[src/rtl/pwm_duty_ramp_pkg.sv]
// Shared definitions for the PWM duty-ramp block.
//   - default widths and prescaler rate
//   - ramp FSM state encoding
package pwm_duty_ramp_pkg;

   localparam int unsigned DUTY_W_DEF   = 7;
   localparam int unsigned STEP_W_DEF   = 4;
   localparam int unsigned RATE_DIV_DEF = 10416;

   typedef enum logic [1:0] {
      ST_IDLE      = 2'd0,
      ST_RAMP_UP   = 2'd1,
      ST_RAMP_DOWN = 2'd2
   } ramp_state_e;

endpackage : pwm_duty_ramp_pkg

[src/rtl/pwm_duty_ramp_rate_prescaler.sv]
// Step-rate prescaler: counts 0..RATE_DIV-1 while enabled and flags the last count.
// Ports:
//   clk     system clock
//   rst_n   synchronous reset, active-high (1 = reset)
//   en      count enable
//   clr     synchronous clear to 0 (wins over en)
//   tick_c  combinational: en && count at its last value
module rate_prescaler #(
   parameter int unsigned RATE_DIV = 10416
) (
   input  logic clk,
   input  logic rst_n,
   input  logic en,
   input  logic clr,
   output logic tick_c
);

   localparam int unsigned CNT_W = (RATE_DIV > 1) ? $clog2(RATE_DIV) : 1;
   localparam logic [CNT_W-1:0] CNT_LAST = CNT_W'(RATE_DIV - 1);

   logic [CNT_W-1:0] count_q;

   assign tick_c = en && (count_q == CNT_LAST);

   // Counter wraps to 0 on the tick cycle so ticks are exactly RATE_DIV apart.
   always_ff @(posedge clk) begin
      if (rst_n) begin
         count_q <= '0;
      end else if (clr) begin
         count_q <= '0;
      end else if (en) begin
         if (tick_c) count_q <= '0;
         else        count_q <= count_q + CNT_W'(1);
      end
   end

endmodule : rate_prescaler

[src/rtl/pwm_duty_ramp.sv]
// Duty-word slew limiter feeding the PWM comparator.
// Moves duty_o toward a commanded target in fixed steps, one step every
// RATE_DIV clocks, clamping the last step so the target is never passed.
// Ports:
//   clk       system clock
//   rst_n     synchronous reset, active-high (1 = reset) despite the name
//   target_i  commanded final duty, sampled with load_i
//   step_i    increment per step, sampled with load_i (0 behaves as 1)
//   load_i    command strobe, accepted in any state
//   abort_i   freeze duty_o and return to idle
//   duty_o    registered duty word
//   busy_o    ramp in progress
//   done_o    one-cycle pulse when duty_o reaches target
//   dir_o     1 while ramping up
module pwm_duty_ramp
   import pwm_duty_ramp_pkg::*;
#(
   parameter int unsigned DUTY_W   = DUTY_W_DEF,
   parameter int unsigned STEP_W   = STEP_W_DEF,
   parameter int unsigned RATE_DIV = RATE_DIV_DEF
) (
   input  logic              clk,
   input  logic              rst_n,
   input  logic [DUTY_W-1:0] target_i,
   input  logic [STEP_W-1:0] step_i,
   input  logic              load_i,
   input  logic              abort_i,
   output logic [DUTY_W-1:0] duty_o,
   output logic              busy_o,
   output logic              done_o,
   output logic              dir_o
);

   // One guard bit so gap/sum never wrap.
   localparam int unsigned CALC_W = DUTY_W + 1;

   ramp_state_e       state_q, state_d;
   logic [DUTY_W-1:0] duty_q, duty_d;
   logic [DUTY_W-1:0] target_q, target_d;
   logic [STEP_W-1:0] step_q, step_d;
   logic              done_q, done_d;
   logic              busy_q, busy_d;
   logic              dir_q, dir_d;

   logic              pre_en;
   logic              pre_clr;
   logic              tick;
   logic [CALC_W-1:0] gap;
   logic [CALC_W-1:0] step_ext;

   // Prescaler only runs while ramping; phase survives a retarget.
   assign pre_en = (state_q != ST_IDLE);

   rate_prescaler #(
      .RATE_DIV (RATE_DIV)
   ) u_prescaler (
      .clk    (clk),
      .rst_n  (rst_n),
      .en     (pre_en),
      .clr    (pre_clr),
      .tick_c (tick)
   );

   // Next-state, datapath and output decode.
   always_comb begin
      state_d  = state_q;
      duty_d   = duty_q;
      target_d = target_q;
      step_d   = step_q;
      done_d   = 1'b0;
      pre_clr  = 1'b0;
      step_ext = CALC_W'(step_q);
      gap      = '0;

      if (state_q == ST_RAMP_UP) begin
         gap = CALC_W'(target_q) - CALC_W'(duty_q);
      end else if (state_q == ST_RAMP_DOWN) begin
         gap = CALC_W'(duty_q) - CALC_W'(target_q);
      end

      if (abort_i) begin
         state_d = ST_IDLE;
         pre_clr = 1'b1;
      end else if (load_i) begin
         // A tick in this cycle is deliberately ignored.
         target_d = target_i;
         step_d   = (step_i == '0) ? STEP_W'(1) : step_i;
         if (state_q == ST_IDLE) pre_clr = 1'b1;
         if (target_i > duty_q) begin
            state_d = ST_RAMP_UP;
         end else if (target_i < duty_q) begin
            state_d = ST_RAMP_DOWN;
         end else begin
            state_d = ST_IDLE;
            done_d  = 1'b1;
         end
      end else if (tick) begin
         unique case (state_q)
            ST_RAMP_UP: begin
               if (gap <= step_ext) begin
                  duty_d  = target_q;
                  state_d = ST_IDLE;
                  done_d  = 1'b1;
               end else begin
                  duty_d = DUTY_W'(CALC_W'(duty_q) + step_ext);
               end
            end
            ST_RAMP_DOWN: begin
               if (gap <= step_ext) begin
                  duty_d  = target_q;
                  state_d = ST_IDLE;
                  done_d  = 1'b1;
               end else begin
                  duty_d = DUTY_W'(CALC_W'(duty_q) - step_ext);
               end
            end
            default: begin
               state_d = ST_IDLE;
            end
         endcase
      end

      busy_d = (state_d != ST_IDLE);
      dir_d  = (state_d == ST_RAMP_UP);
   end

   // State and output registers.
   always_ff @(posedge clk) begin
      if (rst_n) begin
         state_q  <= ST_IDLE;
         duty_q   <= '0;
         target_q <= '0;
         step_q   <= '0;
         done_q   <= 1'b0;
         busy_q   <= 1'b0;
         dir_q    <= 1'b0;
      end else begin
         state_q  <= state_d;
         duty_q   <= duty_d;
         target_q <= target_d;
         step_q   <= step_d;
         done_q   <= done_d;
         busy_q   <= busy_d;
         dir_q    <= dir_d;
      end
   end

   assign duty_o = duty_q;
   assign busy_o = busy_q;
   assign done_o = done_q;
   assign dir_o  = dir_q;

endmodule : pwm_duty_ramp

[config.mk]
export PLATFORM = sky130hd
export DESIGN_NAME = pwm_duty_ramp
export DESIGN_NICKNAME = d
export VERILOG_FILES = /design/src/rtl/pwm_duty_ramp_pkg.sv /design/src/rtl/pwm_duty_ramp_rate_prescaler.sv /design/src/rtl/pwm_duty_ramp.sv
export SDC_FILE = /design/constraint.sdc
export NUM_CORES = 1
export LEC_CHECK = 0
export ABC_AREA = 1
export BUFFER_PORTS_ARGS = -buffer_cell sky130_fd_sc_hd__clkbuf_2
export CORE_MARGIN = 2
export CORE_UTILIZATION = 30
export CTS_CLUSTER_DIAMETER = 40
export DETAILED_ROUTE_END_ITERATION = 8
export SLEW_MARGIN = 20
export SYNTH_ARGS = -nofsm -noshare
export SYNTH_HDL_FRONTEND = slang
export SYNTH_SLANG_ARGS = --single-unit
[constraint.sdc]
create_clock -name clk -period 2.9 [get_ports clk]
set_clock_uncertainty 0.05 [all_clocks]
set_input_delay 0.435 -clock clk [delete_from_list [all_inputs] [get_ports clk]]
set_output_delay 0.435 -clock clk [all_outputs]
set_load 0.02 [all_outputs]
---- Word-level counts from Yosys, hierarchy flattened ----
Index checks and enable logic that the tools add are counted.
storage, ports and cells
  register bits after elaboration ......... 37
  output and inout port bits .............. 10
  logic and storage cells ................. 56
operators by class
  add/subtract/negate cells ............... 5
  $lt $le $gt $ge ......................... 3
  equality and inequality tests ........... 4
  muxes and demuxes ....................... 23
  bitwise gates (word level) .............. 2
  reduce and logical (&&, ||, !) cells .... 11
operators by type and width
  kind                   count
  $mux 8                 2
  $sub 7x7->8            2
  $add 14x1->14 const B  1
  $eq 14x14->1 const B   1
  $mux 14                1
  $mux 2                 7
  $mux 7                 2
  $pmux 7 s2             1
  $mux 1                 9
  $le 8x4->1             1
  $add 7x4->7            1
  $gt 7x7->1             1
  $lt 7x7->1             1
  $sub 7x4->7            1
  $reduce_bool 2->1      3
  $reduce_or 2->1        3
  $eq 2x1->1 const B     2
  $logic_not 4->1        1
  $mux 4                 1
  $reduce_and 4->1       1
  $eq 2x2->1 const B     1
  $logic_not 2->1        1
  $not 1->1              2
  $reduce_and 2->1       1
  $logic_and 1x1->1      1

---- Logic depth before layout (Yosys ltp) ----
Gate-level depths: netlist (run 1).
  depth after elaboration ................. 10
  gate-level depth with buffers ........... 20

---- Hierarchy ----
Synthesis (run 1) repeated with hierarchy kept, for this count alone.
second synthesis, totals
  cells, all modules ...................... 455
  area total of the unflattened synthesis .. 3065.4 sq um
modules (own cells, without submodules)
  module          times used  cells each  area each (sq um)  seq. area each (sq um)
  pwm_duty_ramp   1           350         2302.2             460.4
  rate_prescaler  1           105         763.2              280.3

---- Worst setup path after synthesis (run 1) ----
OpenSTA, ideal clock, no wires.
  kind .................................... register to register
  start ................................... reg duty_q[1] (netlist: duty_o[1])
  end ..................................... reg duty_q[2] (netlist: duty_o[2])
  library setup time ...................... 109 ps
  arrival time ............................ 2842 ps
  data required time ...................... 2741 ps
  path slack .............................. -100 ps
  cell stages (with the launch flop) ...... 16
  cell sequence ........................... dfxtp_1 inv_1 ha_1 nand3_1 nand3_1 o21ai_0 o21ai_0 ha_1 nand2_1 o21ai_0 nand3_4 buf_6 nand3_1 o211ai_1 nand2_1 inv_1
between the ends
  word-level cells in the longest chain between the ends .. 6
ends and longest elaborated chain
  item                       RTL line                                    source
  from (decl)                pwm_duty_ramp.sv:38                         logic [DUTY_W-1:0] duty_q, duty_d;
  from (signal assigned)     pwm_duty_ramp.sv:139                        duty_q <= duty_d;
  $sub 7x7->8                pwm_duty_ramp.sv:78                         gap = CALC_W'(duty_q) - CALC_W'(target_q);
  $mux 8                     pwm_duty_ramp.sv:77                         end else if (state_q == ST_RAMP_DOWN) begin
  $mux 8                     pwm_duty_ramp.sv:75                         if (state_q == ST_RAMP_UP) begin
  $le 8x4->1                 pwm_duty_ramp.sv:100, pwm_duty_ramp.sv:109
  $mux 7 (on tied branches)  pwm_duty_ramp.sv:109, pwm_duty_ramp.sv:100
  $pmux 7 s2 *               pwm_duty_ramp.sv:98                         unique case (state_q)
Every way passes the cells marked *; elsewhere a longest branch is shown, timed or not.
A chain may end at the register's enable or synchronous reset.

---- Final worst setup path (run 1) ----
  start ................................... reg target_q[0]
  end ..................................... reg duty_q[1] (netlist: duty_o[1])
between the ends
  word-level cells in the longest chain between the ends .. 6
ends and longest elaborated chain
  item                       RTL line                                    source
  from (decl)                pwm_duty_ramp.sv:39                         logic [DUTY_W-1:0] target_q, target_d;
  from (signal assigned)     pwm_duty_ramp.sv:140                        target_q <= target_d;
  $sub 7x7->8                pwm_duty_ramp.sv:78
  $mux 8                     pwm_duty_ramp.sv:77
  $mux 8 *                   pwm_duty_ramp.sv:75
  $le 8x4->1 *               pwm_duty_ramp.sv:100, pwm_duty_ramp.sv:109
  $mux 7 (on tied branches)  pwm_duty_ramp.sv:109, pwm_duty_ramp.sv:100
  $pmux 7 s2 *               pwm_duty_ramp.sv:98
Marks and branches as above.

==> results of run 1 <==
## layer usage
layer  share of wire, %  vias up  track usage, %
met1                 50     1392            21.1
met3                3.7       17            1.98
met2                 44       75            24.1
li1                   -     1594               -
met4                2.4        0            5.83
met5                  0        -               0
## through the flow
step                      total power (W)  std cells
after floorplan                  0.000768        462
after global placement           0.000835        624
after detailed placement         0.000840        624
after CTS                         0.00138        632
after global routing              0.00148        638
final                             0.00141        638
## flip-flops by register name, summed over array words and instances, names as in the netlist
name / cells
state_q: 2
u_prescaler.count_q: 14
busy_o: 1
dir_o: 1
step_q: 4
done_o: 1
duty_o: 7
target_q: 7
## report_power, final
| part | total (W) | internal, W | switching (W) |
|---|---|---|---|
| sequential | 0.000529 | 0.000521 | 0.00000836 |
| combinational | 0.000339 | 0.000132 | 0.000208 |
| clock | 0.000542 | 0.000342 | 0.000200 |
## logic make-up (layout without fill, tap and decap cells)
logic type / after synthesis / after routing / synth area share (%)
compound gates: 95 / 95 / 16.7
xor+xnor: 1 / 1 / 0.283
fa+ha+maj: 42 / 42 / 17.9
buf+inv: 93 / 132 / 12.0
flops: 37 / 37 / 23.9
simple gates: 194 / 195 / 29.2
## cells in the mapped netlist, types with 2 or more instances
| cell type | count | area share [%] |
|---|---|---|
| a21oi_1 | 45 | 7.3 |
| buf_4 | 2 | 0.48 |
| buf_6 | 2 | 0.73 |
| clkbuf_1 | 4 | 0.48 |
| dfxtp_1 | 37 | 24 |
| fa_1 | 4 | 2.6 |
| ha_1 | 38 | 15 |
| inv_1 | 82 | 9.9 |
| inv_2 | 2 | 0.24 |
| nand2_1 | 101 | 12 |
| nand2_2 | 4 | 0.81 |
| nand2_4 | 2 | 0.73 |
| nand3_1 | 21 | 3.4 |
| nand3_2 | 2 | 0.65 |
| nand3b_1 | 2 | 0.48 |
| nand4_1 | 14 | 2.8 |
| nor2_1 | 23 | 2.8 |
| nor2_2 | 4 | 0.81 |
| nor3_1 | 10 | 1.6 |
| nor4_1 | 3 | 0.61 |
| o211ai_1 | 5 | 1.2 |
| o21ai_0 | 32 | 5.2 |
| o21ai_2 | 2 | 0.57 |
| o22ai_1 | 3 | 0.61 |
| o31ai_1 | 3 | 0.73 |
| or2_2 | 4 | 0.81 |
## worst max-delay path by stage
stage | slack [ps] | cells past startpoint | endpoint
after floorplan | 20 | 16 | duty_o[2]$_SDFFE_PP0P_
after global placement | 140 | 17 | busy_o$_SDFF_PP0_
after detailed placement | 80 | 17 | busy_o$_SDFF_PP0_
after CTS | 70 | 17 | busy_o$_SDFF_PP0_
after global routing | 3 | 16 | duty_o[1]$_SDFFE_PP0P_
final | 210 | 13 | duty_o[1]$_SDFFE_PP0P_
## final cells by class
cell class	instances	area, µm²	share of cell area (%)
timing repair buffer	40	240	6.64
clock inverter	3	65.1	1.80
inverter	84	315	8.72
multi-input combinational	333	2020	55.7
clock buffer	5	68.8	1.90
tap	136	170	4.70
sequential	37	742	20.5
## placed cells by master, fill, tap and decap left out, types with 2 or more instances in the layout
cell type	n
nand2_1	101
o211ai_1	5
nor2_2	4
nor3_1	10
o21ai_2	3
nor4_1	3
fa_1	3
nand2_2	4
nand3b_1	2
dfxtp_1	36
or2_2	4
inv_2	2
clkbuf_2	24
nand2_4	2
o21ai_1	4
nand3_2	3
nand4_1	14
a21oi_1	45
buf_4	16
o31ai_1	3
nand3_1	21
inv_1	82
o21ai_0	28
ha_1	37
bufinv_16	2
nor2_1	23
o22ai_1	3
clkbuf_8	5
## repair_timing
action                                  CTS  global route
gates resized for setup                   0             7
endpoints found under the setup margin    0            12
setup buffers                             0             5
hold buffers                              0             0
## critical path, cell delays in order (launching register included)
cell and delay, ps:
dfxtp_1 360, inv_1 80, ha_1 220, fa_2 530
o22ai_1 100, ha_1 300, a21oi_1 160, o21ai_1 80
o21ai_2 120, nand3_2 180, buf_4 180, o211ai_1 160
nand2_1 70, inv_1 50
==> results by group, run 1 <==
Worst hold path
  • Min-Delay Endpoint: done_o$_SDFF_PP0_
  • Hold Path Depth: 2
  • Hold_sp: abort_i
  • Worst Hold Class: input port to flop

Logic synthesis
  • Synthesized area: 0.00310 mm²
  • Syn avg cell area: 6.71 µm²
  • Predominant post-synthesis flop cell: dfxtp_1
  • Ys async rst share: 0%
  • Synth Instances: 462
  • Seq/Total Area, Yosys: 23.9%
  • Post-synth cell types: 37
  • #FFs+latches synth: 37
  • Yosys warns: 0
  • Synth Net Count: 519
  • Post-synth EDFFs: 0

CTS
  • Worst-case clock buffer depth: 2
  • Clk root buf: clkbuf_8
  • Clock buffer count from CTS: 5
  • CTS tree: yes
  • H-tree depth: 2
  • CTS clk-pin slew, worst paths: 80 ps
  • Clk Latency, worst-skew pair: 300 ps
  • CTS sink count: 37

STA
  • Final-report hold violation count: 0
  • Final worst slack: 215 ps
  • Final worst path period need: 2690 ps
  • Final period util: 92.6%
  • Max Clk Rate: 372 MHz
  • Final hold slack: 301 ps
  • Setup violators final: 0
  • RSZ-0062 raised after global routing: false
  • Max Slew Vio Count: 0
  • TNS Setup: 0 ps
  • Worst slew pin tran: 461 ps
  • Rel. slew slack: 69.0%

Global route
  • Total gr overflow: 0
  • Initial antenna violation count: 0
  • Largest net degree at the start of global routing: 15
  • Vias in the first global route: 2889
  • Gr usage total: 15.2%
  • First-pass GRT wire length: 13700 µm

Die
  • Die ar.: 0.0112 mm²
  • Core footprint: 0.0102 mm²
  • Starting Density: 30.4%
  • Die extent in y: 106 µm
  • Row cnt: 37
  • Die width: 106 µm
  • Top Ports: 25

Detailed routing
  • Routed WL per cell: 12.8 µm
  • Detail Route Antenna Nets: 0
  • Final wirelength: 8190 µm
  • DRT Pass-1 Iters: 5
  • Via Count: 3078
  • Vias per inst: 4.82
  • Initial DRC count: 174
  • DRC Markers: 0

Pwr
  • VDD IR max: 0.000271 V
  • Power per cell area: 390 mW/mm²
  • Pleak: 1.69 nW

Flow run
  • Max-cap violations: 0

Layout
  • Fin util: 35.5%
  • Fin nets: 558
  • Layout cells sized above 1: 14.9%
  • Final Cell Area: 0.00362 mm²
  • Area growth, synth to finish: 16.7%
  • Fillers: 1108
  • Ant. Diodes: 0

Worst setup path
  • Crit start category: flop
  • Crit path from: target_q[0]$_SDFFE_PP0P_
  • Worst-path maximum fanout: 5
  • Worst r2r src: target_q[0]$_SDFFE_PP0P_
  • CP arrival: 2890 ps
  • CP Capture Type: flop
  • R2R cell count: 13
  • Kind of critical path: flop to flop
  • FF-to-FF setup slack: 210 ps
  • RR Endpoint: duty_o[1]$_SDFFE_PP0P_
  • CP required: 3100 ps

Placement
  • Post-place setup slack: 80.6 ps
  • PortBufs: 24
  • Hpwl dp: 6530 µm
  • Placed cell areas: 0.00342 mm²
  • Placer Congestion: 0.959

Run status
  • Run status: finished, final reports clean
(Power assumes the default switching activity.)
==> inputs of run 2 (changes only) <==
--- a/config.mk
+++ b/config.mk
@@ -9,8 +9,9 @@
 export BUFFER_PORTS_ARGS = -buffer_cell sky130_fd_sc_hd__clkbuf_2
 export CORE_MARGIN = 2
 export CORE_UTILIZATION = 30
-export CTS_CLUSTER_DIAMETER = 40
+export CTS_CLUSTER_DIAMETER = 60
 export DETAILED_ROUTE_END_ITERATION = 8
+export PLACE_DENSITY = 0.45
 export SLEW_MARGIN = 20
 export SYNTH_ARGS = -nofsm -noshare
 export SYNTH_HDL_FRONTEND = slang
==> run 2 against run 1 <==
  * Cell count grew 0.63%
  * Wire length up 3.8%
  * Fmax shrank 0.94%
  * Sequential cell count unchanged
  * Die area did not move
  * Sequential power hardly changed
  * Worst hold slack got worse by 3.7 ps
==> results by group, run 2 (synthesis gave the netlist of run 1 again) <==
Layout
  • Area growth, synth to finish: 18.8% (was 16.7%)
  • Final Cell Area: 0.00368 mm² (was 0.00362 mm²)
  • Ant. Diodes: 0 (unchanged)
  • Fin util: 36.2% (was 35.5%)
  • Commonest non-fill, non-tap cell in the layout: nand2_1 (unchanged)
  • Most frequent cells in the layout: 100 x nand2_1, 80 x inv_1, 43 x a21oi_1, 35 x ha_1, 33 x dfxtp_1 (was 101 x nand2_1, 82 x inv_1, 45 x a21oi_1, 37 x ha_1, 36 x dfxtp_1)
  • Fin nets: 562 (was 558)
  • Final std cells w/o fill: 642 (was 638)
  • Register with the most flip-flops: u_prescaler.count_q (unchanged)
  • Layout cells sized above 1: 18.2% (was 14.9%)
  • Max FFs per register: 14 (unchanged)

CTS
  • Clk Latency, worst-skew pair: 300 ps (about the same)
  • H-tree depth: 2 (unchanged)
  • CTS tree: yes (unchanged)
  • Hold-fix buffers, CTS: 0 (unchanged)
  • Clk root buf: clkbuf_8 (unchanged)
  • Clock buffer count from CTS: 5 (unchanged)
  • Worst-case clock buffer depth: 2 (unchanged)
  • CTS sink count: 37 (unchanged)
  • CTS clk-pin slew, worst paths: 80 ps (about the same)

Worst setup path
  • Worst-path maximum fanout: 5 (unchanged)
  • Kind of critical path: flop to flop (unchanged)
  • R2R cell count: 14 (was 13)
  • CP arrival: 2860 ps (was 2890 ps)
  • CP Capture Type: flop (unchanged)
  • FF-to-FF setup slack: 190 ps (was 210 ps)
  • CP required: 3050 ps (was 3100 ps)
  • Worst r2r src: duty_o[0]$_SDFFE_PP0P_ (was target_q[0]$_SDFFE_PP0P_)
  • Crit start category: flop (unchanged)
  • RR Endpoint: duty_o[0]$_SDFFE_PP0P_ (was duty_o[1]$_SDFFE_PP0P_)

Worst hold path
  • Hold Path Depth: 2 (unchanged)
  • Worst Hold Class: input port to flop (unchanged)
  • Min-Delay Endpoint: done_o$_SDFF_PP0_ (unchanged)
  • Hold_sp: abort_i (unchanged)

Detailed routing
  • DRC Markers: 0 (unchanged)
  • Final wirelength: 8510 µm (was 8190 µm)
  • Initial DRC count: 127 (was 174)
  • Vias per inst: 4.71 (was 4.82)
  • DRT Pass-1 Iters: 4 (was 5)
  • Routed WL per cell: 13.2 µm (was 12.8 µm)
  • Detail Route Antenna Nets: 0 (unchanged)
  • Via Count: 3022 (was 3078)

Global route
  • Gr usage total: 15.7% (was 15.2%)
  • First-pass GRT wire length: 14100 µm (was 13700 µm)
  • Vias in the first global route: 2768 (was 2889)
  • Largest net degree at the start of global routing: 24 (was 15)
  • Total gr overflow: 0 (unchanged)
  • Initial antenna violation count: 0 (unchanged)

STA
  • Worst slew pin tran: 767 ps (was 461 ps)
  • Final worst path period need: 2710 ps (was 2690 ps)
  • Max Slew Vio Count: 0 (unchanged)
  • Max Clk Rate: 369 MHz (was 372 MHz)
  • Rel. slew slack: 48.7% (was 69.0%)
  • Final-report hold violation count: 0 (unchanged)
  • Final hold slack: 298 ps (was 301 ps)
  • Setup violators final: 0 (unchanged)
  • Final period util: 93.5% (was 92.6%)

Die
  • Die extent in y: 106 µm (unchanged)
  • Die width: 106 µm (unchanged)
  • Die ar.: 0.0112 mm² (unchanged)
  • Top Ports: 25 (unchanged)
  • Starting Density: 30.4% (unchanged)
  • Core footprint: 0.0102 mm² (unchanged)
  • Row cnt: 37 (unchanged)

Pwr
  • Comb pwr share: 27.6% (was 24.1%)
  • Power per cell area: 347 mW/mm² (was 390 mW/mm²)
  • Switching part of the total: 32.6% (was 29.5%)
  • Flop pwr share: 41.5% (was 37.5%)
  • VDD IR max: 0.000170 V (was 0.000271 V)
  • Pleak: 1.70 nW (was 1.69 nW)
  • Clock share of power: 30.9% (was 38.4%)
  • Design Power: 0.00128 W (was 0.00141 W)
  • Sw Pwr: 0.000416 W (about the same)
  • Internal: 0.000862 W (was 0.000994 W)

Placement
  • PortBufs: 24 (unchanged)
  • Placed cell areas: 0.00347 mm² (was 0.00342 mm²)
  • Placed Instances: 630 (was 624)
  • Hpwl dp: 6970 µm (was 6530 µm)
  • Placer Congestion: 0.842 (was 0.959)

Run status
  • Run status: finished, final reports clean (unchanged)

Flow run
  • Max-cap violations: 0 (unchanged)
[run 2: timing repair]
action | CTS | global route
setup endpoints to repair | 0 | 10
resized for setup | 0 | 20
setup buffers | 0 | 3
[run 2: stage by stage]
| step | TNS (ps) | worst slack, ps |
|---|---|---|
| after floorplan | 0 | 24.2 |
| after global placement | 0 | 114 |
| after detailed placement | 0 | 104 |
| after CTS | 0 | 90.3 |
| after global routing | -0.357 | -0.357 |
| final | 0 | 190 |
[run 2: worst max-delay path, cell delays in order (launching register included)]
cell and delay, ps:
dfxtp_2 360, inv_2 60, ha_1 210, fa_2 530
o22ai_2 70, ha_1 290, a21oi_1 140, o21ai_0 80
o21ai_1 180, nand3_4 180, buf_12 180, a21oi_2 110
o21ai_1 70, nand2_1 60, inv_1 40
[run 2: how the worst max path moves through the flow]
stage,from,end,depth (start not counted)
3_3_place_gp,duty_o[0]$_SDFFE_PP0P_,duty_o[0]$_SDFFE_PP0P_,16
5_1_grt,duty_o[2]$_SDFFE_PP0P_,busy_o$_SDFF_PP0_,18
2_1_floorplan,duty_o[1]$_SDFFE_PP0P_,duty_o[2]$_SDFFE_PP0P_,16
6_report,duty_o[0]$_SDFFE_PP0P_,duty_o[0]$_SDFFE_PP0P_,14
4_1_cts,duty_o[2]$_SDFFE_PP0P_,duty_o[0]$_SDFFE_PP0P_,16
3_5_place_dp,duty_o[2]$_SDFFE_PP0P_,duty_o[0]$_SDFFE_PP0P_,16
[run 2: layout make-up]
cell class                      instances  area, µm²
Tap cell                              136        170
Timing Repair Buffer                   45        312
Inverter                               84        315
Clock buffer                            6       82.6
Multi-Input combinational cell        332       2040
Fill cell                            1155       6500
Sequential cell                        37        746
Clock inverter                          2       13.8
[run 2: power by group through the flow]
stage | clock (W) | combinational (W) | sequential (W)
6_report | 0.000395 | 0.000353 | 0.000531
5_1_grt | 0.000436 | 0.000396 | 0.000532
4_1_cts | 0.000414 | 0.000317 | 0.000529
3_5_place_dp | 0 | 0.000316 | 0.000541
3_3_place_gp | 0 | 0.000315 | 0.000541
2_1_floorplan | 0 | 0.000227 | 0.000541
[run 2: routing by layer]
metal / global-route usage (%) / part of all wire [%] / vias up
li1: - / - / 1606
met1: 24.3 / 55 / 1364
met2: 23.0 / 42 / 46
met3: 2.04 / 2.7 / 6
met4: 3.67 / 0.94 / 0
met5: 0 / 0 / -
